[config.mk]
export PLATFORM = sky130hd
export DESIGN_NAME = alu_nibble_seq
export DESIGN_NICKNAME = d
export VERILOG_FILES = /design/src/rtl/alu_nibble_seq_pkg.sv /design/src/rtl/alu_4bit.sv /design/src/rtl/alu_nibble_seq.sv
export SDC_FILE = /design/constraint.sdc
export NUM_CORES = 1
export LEC_CHECK = 0
export ABC_AREA = 1
export BUFFER_PORTS_ARGS = -buffer_cell sky130_fd_sc_hd__buf_2
export CORE_ASPECT_RATIO = 1.2
export CORE_MARGIN = 5
export CORE_UTILIZATION = 45
export DETAILED_ROUTE_END_ITERATION = 6
export GPL_TIMING_DRIVEN = 0
export PLACE_DENSITY = 0.67
export SLEW_MARGIN = 20
export SYNTH_ARGS = -nofsm -noshare
export SYNTH_HDL_FRONTEND = slang
export SYNTH_SLANG_ARGS = --single-unit
[constraint.sdc]
create_clock -name clk -period 5.8 [get_ports clk]
set_input_delay 1.16 -clock clk [delete_from_list [all_inputs] [get_ports clk]]
set_output_delay 1.16 -clock clk [all_outputs]
set_load 0.1 [all_outputs]
[src/rtl/alu_nibble_seq_pkg.sv]
// Shared opcodes, sequencer state encoding and carry-seed helper for the
// nibble-serial wide ALU.
package alu_nibble_seq_pkg;

  localparam logic [1:0] OP_ADD = 2'b00;
  localparam logic [1:0] OP_SUB = 2'b01;
  localparam logic [1:0] OP_AND = 2'b10;
  localparam logic [1:0] OP_OR  = 2'b11;

  typedef enum logic [1:0] {
    ST_IDLE = 2'd0,
    ST_RUN  = 2'd1,
    ST_DONE = 2'd2
  } state_t;

  // SUB seeds a 1 so that A + ~B + 1 forms the two's complement difference.
  function automatic logic initial_carry(input logic [1:0] op, input logic cin);
    case (op)
      OP_ADD:  initial_carry = cin;
      OP_SUB:  initial_carry = 1'b1;
      default: initial_carry = 1'b0;
    endcase
  endfunction

endpackage

[src/rtl/alu_4bit.sv]
// Existing 4-bit ALU slice: ADD/SUB with carry chain, bitwise AND/OR.
module alu_4bit
  import alu_nibble_seq_pkg::*;
(
  input  logic [3:0] a,
  input  logic [3:0] b,
  input  logic [1:0] opcode,
  input  logic       cin,
  output logic [3:0] result,
  output logic       cout
);

  always_comb begin
    result = 4'h0;
    cout   = 1'b0;
    case (opcode)
      OP_ADD:  {cout, result} = {1'b0, a} + {1'b0, b} + {4'b0000, cin};
      OP_SUB:  {cout, result} = {1'b0, a} + {1'b0, ~b} + {4'b0000, cin};
      OP_AND:  result = a & b;
      default: result = a | b;
    endcase
  end

endmodule

[src/rtl/alu_nibble_seq.sv]
// Wide ADD/SUB/AND/OR built by streaming nibbles, LSB first, through one
// shared alu_4bit with the carry held in a register between nibbles.
module alu_nibble_seq
  import alu_nibble_seq_pkg::*;
#(
  parameter int NIBBLES = 4
) (
  input  logic                 clk,
  input  logic                 rst,
  input  logic                 in_valid,
  output logic                 in_ready,
  input  logic [4*NIBBLES-1:0] in_a,
  input  logic [4*NIBBLES-1:0] in_b,
  input  logic [1:0]           in_op,
  input  logic                 in_cin,
  output logic                 out_valid,
  input  logic                 out_ready,
  output logic [4*NIBBLES-1:0] out_result,
  output logic                 out_cout,
  output logic                 out_zero
);

  localparam int W    = 4 * NIBBLES;
  localparam int IDXW = $clog2(NIBBLES);
  localparam logic [IDXW-1:0] LAST_IDX = IDXW'(NIBBLES - 1);

  state_t          r_state;
  logic [IDXW-1:0] r_idx;
  logic            r_carry;
  logic [W-1:0]    r_a;
  logic [W-1:0]    r_b;
  logic [1:0]      r_op;
  logic [W-1:0]    r_result;
  logic            r_cout;
  logic            r_valid;
  logic            r_zero;

  logic [3:0]   w_a_nib;
  logic [3:0]   w_b_nib;
  logic [1:0]   w_alu_op;
  logic [3:0]   w_alu_res;
  logic         w_alu_cout;
  logic         w_carry_next;
  logic [W-1:0] w_result_next;

  // SUB runs through the ALU as an ADD of the inverted B nibble.
  assign w_a_nib  = r_a[4*r_idx +: 4];
  assign w_b_nib  = (r_op == OP_SUB) ? ~r_b[4*r_idx +: 4] : r_b[4*r_idx +: 4];
  assign w_alu_op = (r_op == OP_SUB) ? OP_ADD : r_op;

  alu_4bit u_alu (
    .a      (w_a_nib),
    .b      (w_b_nib),
    .opcode (w_alu_op),
    .cin    (r_carry),
    .result (w_alu_res),
    .cout   (w_alu_cout)
  );

  always_comb begin
    w_carry_next  = (r_op == OP_AND || r_op == OP_OR) ? 1'b0 : w_alu_cout;
    w_result_next = r_result;
    w_result_next[4*r_idx +: 4] = w_alu_res;
  end

  always_ff @(posedge clk) begin
    if (rst) begin
      r_state  <= ST_IDLE;
      r_idx    <= '0;
      r_carry  <= 1'b0;
      r_a      <= '0;
      r_b      <= '0;
      r_op     <= OP_ADD;
      r_result <= '0;
      r_cout   <= 1'b0;
      r_valid  <= 1'b0;
      r_zero   <= 1'b1;
    end else begin
      case (r_state)
        ST_IDLE: begin
          if (in_valid) begin
            r_a     <= in_a;
            r_b     <= in_b;
            r_op    <= in_op;
            r_carry <= initial_carry(in_op, in_cin);
            r_idx   <= '0;
            r_state <= ST_RUN;
          end
        end
        ST_RUN: begin
          r_result <= w_result_next;
          r_carry  <= w_carry_next;
          r_cout   <= w_carry_next;
          r_zero   <= (w_result_next == '0);
          // The index parks on the last nibble rather than wrapping.
          if (r_idx == LAST_IDX) begin
            r_valid <= 1'b1;
            r_state <= ST_DONE;
          end else begin
            r_idx <= r_idx + 1'b1;
          end
        end
        ST_DONE: begin
          if (out_ready) begin
            r_valid <= 1'b0;
            r_state <= ST_IDLE;
          end
        end
        default: r_state <= ST_IDLE;
      endcase
    end
  end

  assign in_ready   = (r_state == ST_IDLE) && !rst;
  assign out_valid  = r_valid;
  assign out_result = r_result;
  assign out_cout   = r_cout;
  assign out_zero   = r_zero;

endmodule

### Word level (Yosys, flattened, before mapping)

Index checks and enable logic that the tools add are counted.

| storage, ports and cells | value |
|---|---|
| bits of input ports | 39 |
| bits in registers | 58 |
| output and inout bits | 20 |
| word-level logic and storage cells | 70 |

| operators by class | value |
|---|---|
| shift-type cells | 4 |
| bitwise logic cells | 4 |
| reduce and logical (&&, ||, !) cells | 14 |
| multiplexer cells | 19 |
| add/sub/neg operators | 6 |
| eq/ne operators | 13 |

Operators with widths:

| cell | count |
|---|---|
| 4-bit negator with 34-bit output | 1 |
| 4-bit by 34-bit variable shift with 16-bit output, first input constant | 1 |
| 4-bit by 34-bit variable part select with 16-bit output | 1 |
| 16-bit by 5-bit variable part select with 4-bit output | 2 |
| 16-bit bitwise mux | 1 |
| 16-bit logical NOT | 1 |
| 2-bit 2-to-1 mux | 6 |
| 4-bit one-hot mux with 3 select lines | 1 |
| 4-bit by 4-bit adder with 5-bit output | 2 |
| 5-bit by 1-bit adder with 5-bit output | 2 |
| 2-bit equality test, second input constant | 5 |
| 3-bit AND reduction | 3 |
| 2-bit by 1-bit equality test with 1-bit output, second input constant | 4 |
| 2-bit inequality test, second input constant | 4 |
| 4-bit inverter | 2 |
| 1-bit one-hot mux with 2 select lines | 4 |
| 2-bit logical NOT | 3 |
| 2-bit one-hot mux with 3 select lines | 1 |
| 4-bit bitwise AND | 1 |
| 1-bit 2-to-1 mux | 4 |
| 4-bit 2-to-1 mux | 1 |
| 4-bit bitwise OR | 1 |
| 2-bit one-hot mux with 2 select lines | 1 |
| 2-bit AND reduction | 2 |
| other kinds (5) | 6 |

### Longest topological paths before layout

| depth | value |
|---|---|
| word-level depth | 10 |
| mapped depth | 18 |
| gate-level depth less buffers | 17 |

### Cells and area by module

From an unflattened synthesis, not the netlist that was laid out.

| unflattened totals | value |
|---|---|
| cell total of the unflattened synthesis | 497 |
| area total of the unflattened synthesis | 3368.2 sq um |

Modules (own cells, without submodules):

| module | area an instance (sq um) | cells each | instances | seq. area each (sq um) |
|---|---|---|---|---|
| alu_nibble_seq | 2861.5 | 422 | 1 | 1161.1 |
| alu_4bit | 506.7 | 75 | 1 | 0.0 |

### Least setup slack after synthesis

OpenSTA, ideal clock, no wires.

| path | value |
|---|---|
| path kind | input -> output |
| start | input port rst |
| end | output port in_ready |
| required time | 4.640 ns |
| cell stages on the path | 3 |
| setup slack | 1.075 ns |
| path buffers | 2 |
| data arrival time | 3.565 ns |
| cell sequence | clkbuf_1 > clkbuf_1 > nor3_1 |

| between the ends | value |
|---|---|
| cells in the longest elaborated chain, start to end | 2 |

RTL lines:

| item | RTL line | RTL |
|---|---|---|
| start, declared | alu_nibble_seq.sv:9 | `input logic rst,` |
| 1-bit logical NOT | alu_nibble_seq.sv:114 | `assign in_ready = (r_state == ST_IDLE) && !rst;` |
| 1-bit logical AND | alu_nibble_seq.sv:114 |  |
| end, declared | alu_nibble_seq.sv:11 | `output logic in_ready,` |

Every way passes these cells.

### Worst setup path in the final report

Ends and elaborated chain as after synthesis.

==> reports/metrics.yaml <==
status: "finished clean"
drt-total-wl_um: 7900
crit_arrival_ns: 2.33
antenna_found_initial: 0
seq_power_share_pct: 38.8
track_usage_pct: 19.0
dr.first_iter.drc_count: 143
top_layer: "met4"
drt-vias-per-instance: 4.91
ant_nets: 0
slew_headroom_pct: 61.0
drt-met1-wl_um: 3510
die_y_um: 102
crit_fanout: 10
power_frac_comb_pct: 30.7
worstMarginPinSlew_ns: 0.585
cts_made_buffers: 9
finalSetupTns_ns: 0
met2_length_um: 3930
multi_input_area_um2: 1650
post_cts_buffers: 0
gp_congestion: 0.955
vdd_drop_max_v: 0.000160
wl_per_cell_um: 12.7
drive_gt1_share_pct: 18.5
crit_path_cell_trace: "clkbuf_1, clkbuf_1, nor3_1, buf_2"
worst-setup-path-type: "input pin to output pin"
synth_top_flop_cell: "dfxtp_1"
ioPinCount: 59
setup_ws_ns: 2.31
final_core_util_pct: 54.9
crit_required_ns: 4.64
firstDrtPassIters: 4
crit_slowest_cell: "clkbuf_1"
cts_max_level: 3
power_mw: 1.17
syn-num-nets: 519
nFillCells: 726
overflow: 0
p_sw_mw: 0.428
stdcell_count: 622
cts_buffer_depth: 2
path_buf_inv: 3
clock_sinks: 58
crit_family: "buffers and inverters"
port_buffers: 57
slew_viol_final: 0
p_leak_nw: 1.90
slowest_delay_ns: 0.43
clock_skew_ns: 0.0100
end_kind: "output pin"
cap_violations: 0
p_per_area_nw_per_um2: 310
seq_area_um2: 1160
start_kind: "input pin"
clkTransAtPathRegs_ns: 0.07
clockPowerShare_pct: 30.4
grt_pass1_wl_um: 13100
setup_viol: 0
synthDistinctLibCells: 29
fmax_mhz: 287
ys_warn_count: 0
fin_crit_ns: 3.49
syn2layout_area_growth_pct: 18.4
dp_cells: 607
drcViolationCount: 0
clock_latency_ns: 0.33
design.core.area_um2: 6850
syn_avg_cell_area_um2: 6.87
start_util_pct: 46.4
ys_async_sr_fraction_pct: 0
synthCells: 463
fin_crit_sh_pct: 60.1
synth.cell_area_um2: 3180
grt_max_degree: 13
hold_path.class: "register to register"
rsz0062_at_grt: "no"
fp-row-count: 33
cts_tree: "done"
grt_pass1_vias: 2783
hold_viol: 0
die_w_um: 86.8
post-place-ws_ns: 2.28
holdBufCountCts: 0
num-nets-final: 587
dr_total_vias: 3052
synth_seq_cells: 58
dieArea_um2: 8860
postCtsResizedCells: 0
synth_edf_count: 0
cts_root_buf: "clkbuf_8"
synth-seq-area-share_pct: 36.5
netSwitchingFraction_pct: 36.6
diodes: 0
p_int_mw: 0.740
place_hpwl_um: 6220
crit_top_cell: "clkbuf_1"
routed-wl-met3_um: 352
[cell families after synthesis]
family / share of synthesized area [%]
DFF: 36.5
buffers and inverters: 11.7
adders and majority gates: 7.39
and+or+nand+nor: 26.7
AOI/OAI and AO/OA: 16.6
xor gates and xnor gates: 1.10
[final timing paths]
check | start | to | slack [ns] | cells past startpoint
max reg2reg | r_idx[0] | out_zero | 2.40 | 16
min reg2reg | out_valid | out_valid | 0.45 | 2
min | out_valid | out_valid | 0.45 | 2
max | rst | in_ready | 2.31 | 4
[power by group through the flow]
stage	Clock (mW)	Sequential (mW)	Combinational [mW]
floorplan	0	0.537	0.205
global placement	0	0.461	0.355
global route	0.387	0.457	0.403
finish	0.355	0.453	0.359
CTS	0.361	0.453	0.361
detailed placement	0	0.462	0.360
[cells in the mapped netlist (all sizes together) (4+ instances only)]
master / count / area share (%)
o21ai: 51 / 8.0
o211ai: 5 / 1.2
nor3: 6 / 1.1
nand2: 58 / 6.8
inv: 65 / 7.8
buf: 10 / 2.2
ha: 14 / 5.5
xor2: 4 / 1.1
clkbuf: 13 / 1.5
a21oi: 29 / 4.6
a32oi: 4 / 1.1
dfxtp: 58 / 36
nand4: 8 / 1.6
nor2: 96 / 12
a32o: 4 / 1.3
nand3: 18 / 2.8
or2: 14 / 2.8
[flip-flops by register name (all words and copies together) (netlist names)]
register	count
out_cout	1
out_result	16
out_valid	1
out_zero	1
r_a	16
r_b	16
r_carry	1
r_idx	2
r_op	2
r_state	2
[routing by layer]
metal | vias up | track usage, %
met5 | - | 0
met4 | 0 | 6.35
met3 | 10 | 4.84
met2 | 70 | 33.0
met1 | 1358 | 22.9
li1 | 1614 | -
[worst min-delay path: stages (launching register included)]
cell	delay, ns
dfxtp_1	0.31
inv_1	0.05
a21oi_1	0.05
[cell usage in the layout, fill, tap and decap left out, types with 2 or more instances in the layout]
master,count
inv_1,63
xor2_1,4
o211ai_1,5
a32o_1,4
buf_6,2
buf_2,62
nand3_1,18
o21ai_0,51
nand2_1,58
fa_1,3
nand4_1,8
a21oi_1,29
a32oi_1,4
nor2_1,94
or2_2,13
nor3_1,5
clkbuf_1,14
dfxtp_1,58
ha_1,14
clkbuf_8,13
buf_4,3
[cell type report]
cell class              count  area share [%]
multi-input cells         316            43.8
flip-flops and latches     58            30.8
repair buffers             57            7.57
inverters                  66            6.71
clock buffers              14            4.85
plain buffers              23            3.16
well taps                  87            2.89
clock inverters             1           0.199
[metrics by stage]
step,cell area [um^2],hold slack (ns)
after detailed placement,3580,0.442
after global placement,3580,0.438
after floorplan,3180,0.430
after global routing,3770,0.483
final,3770,0.450
after CTS,3770,0.452
No activity file was read; power rests on OpenSTA's default activity.
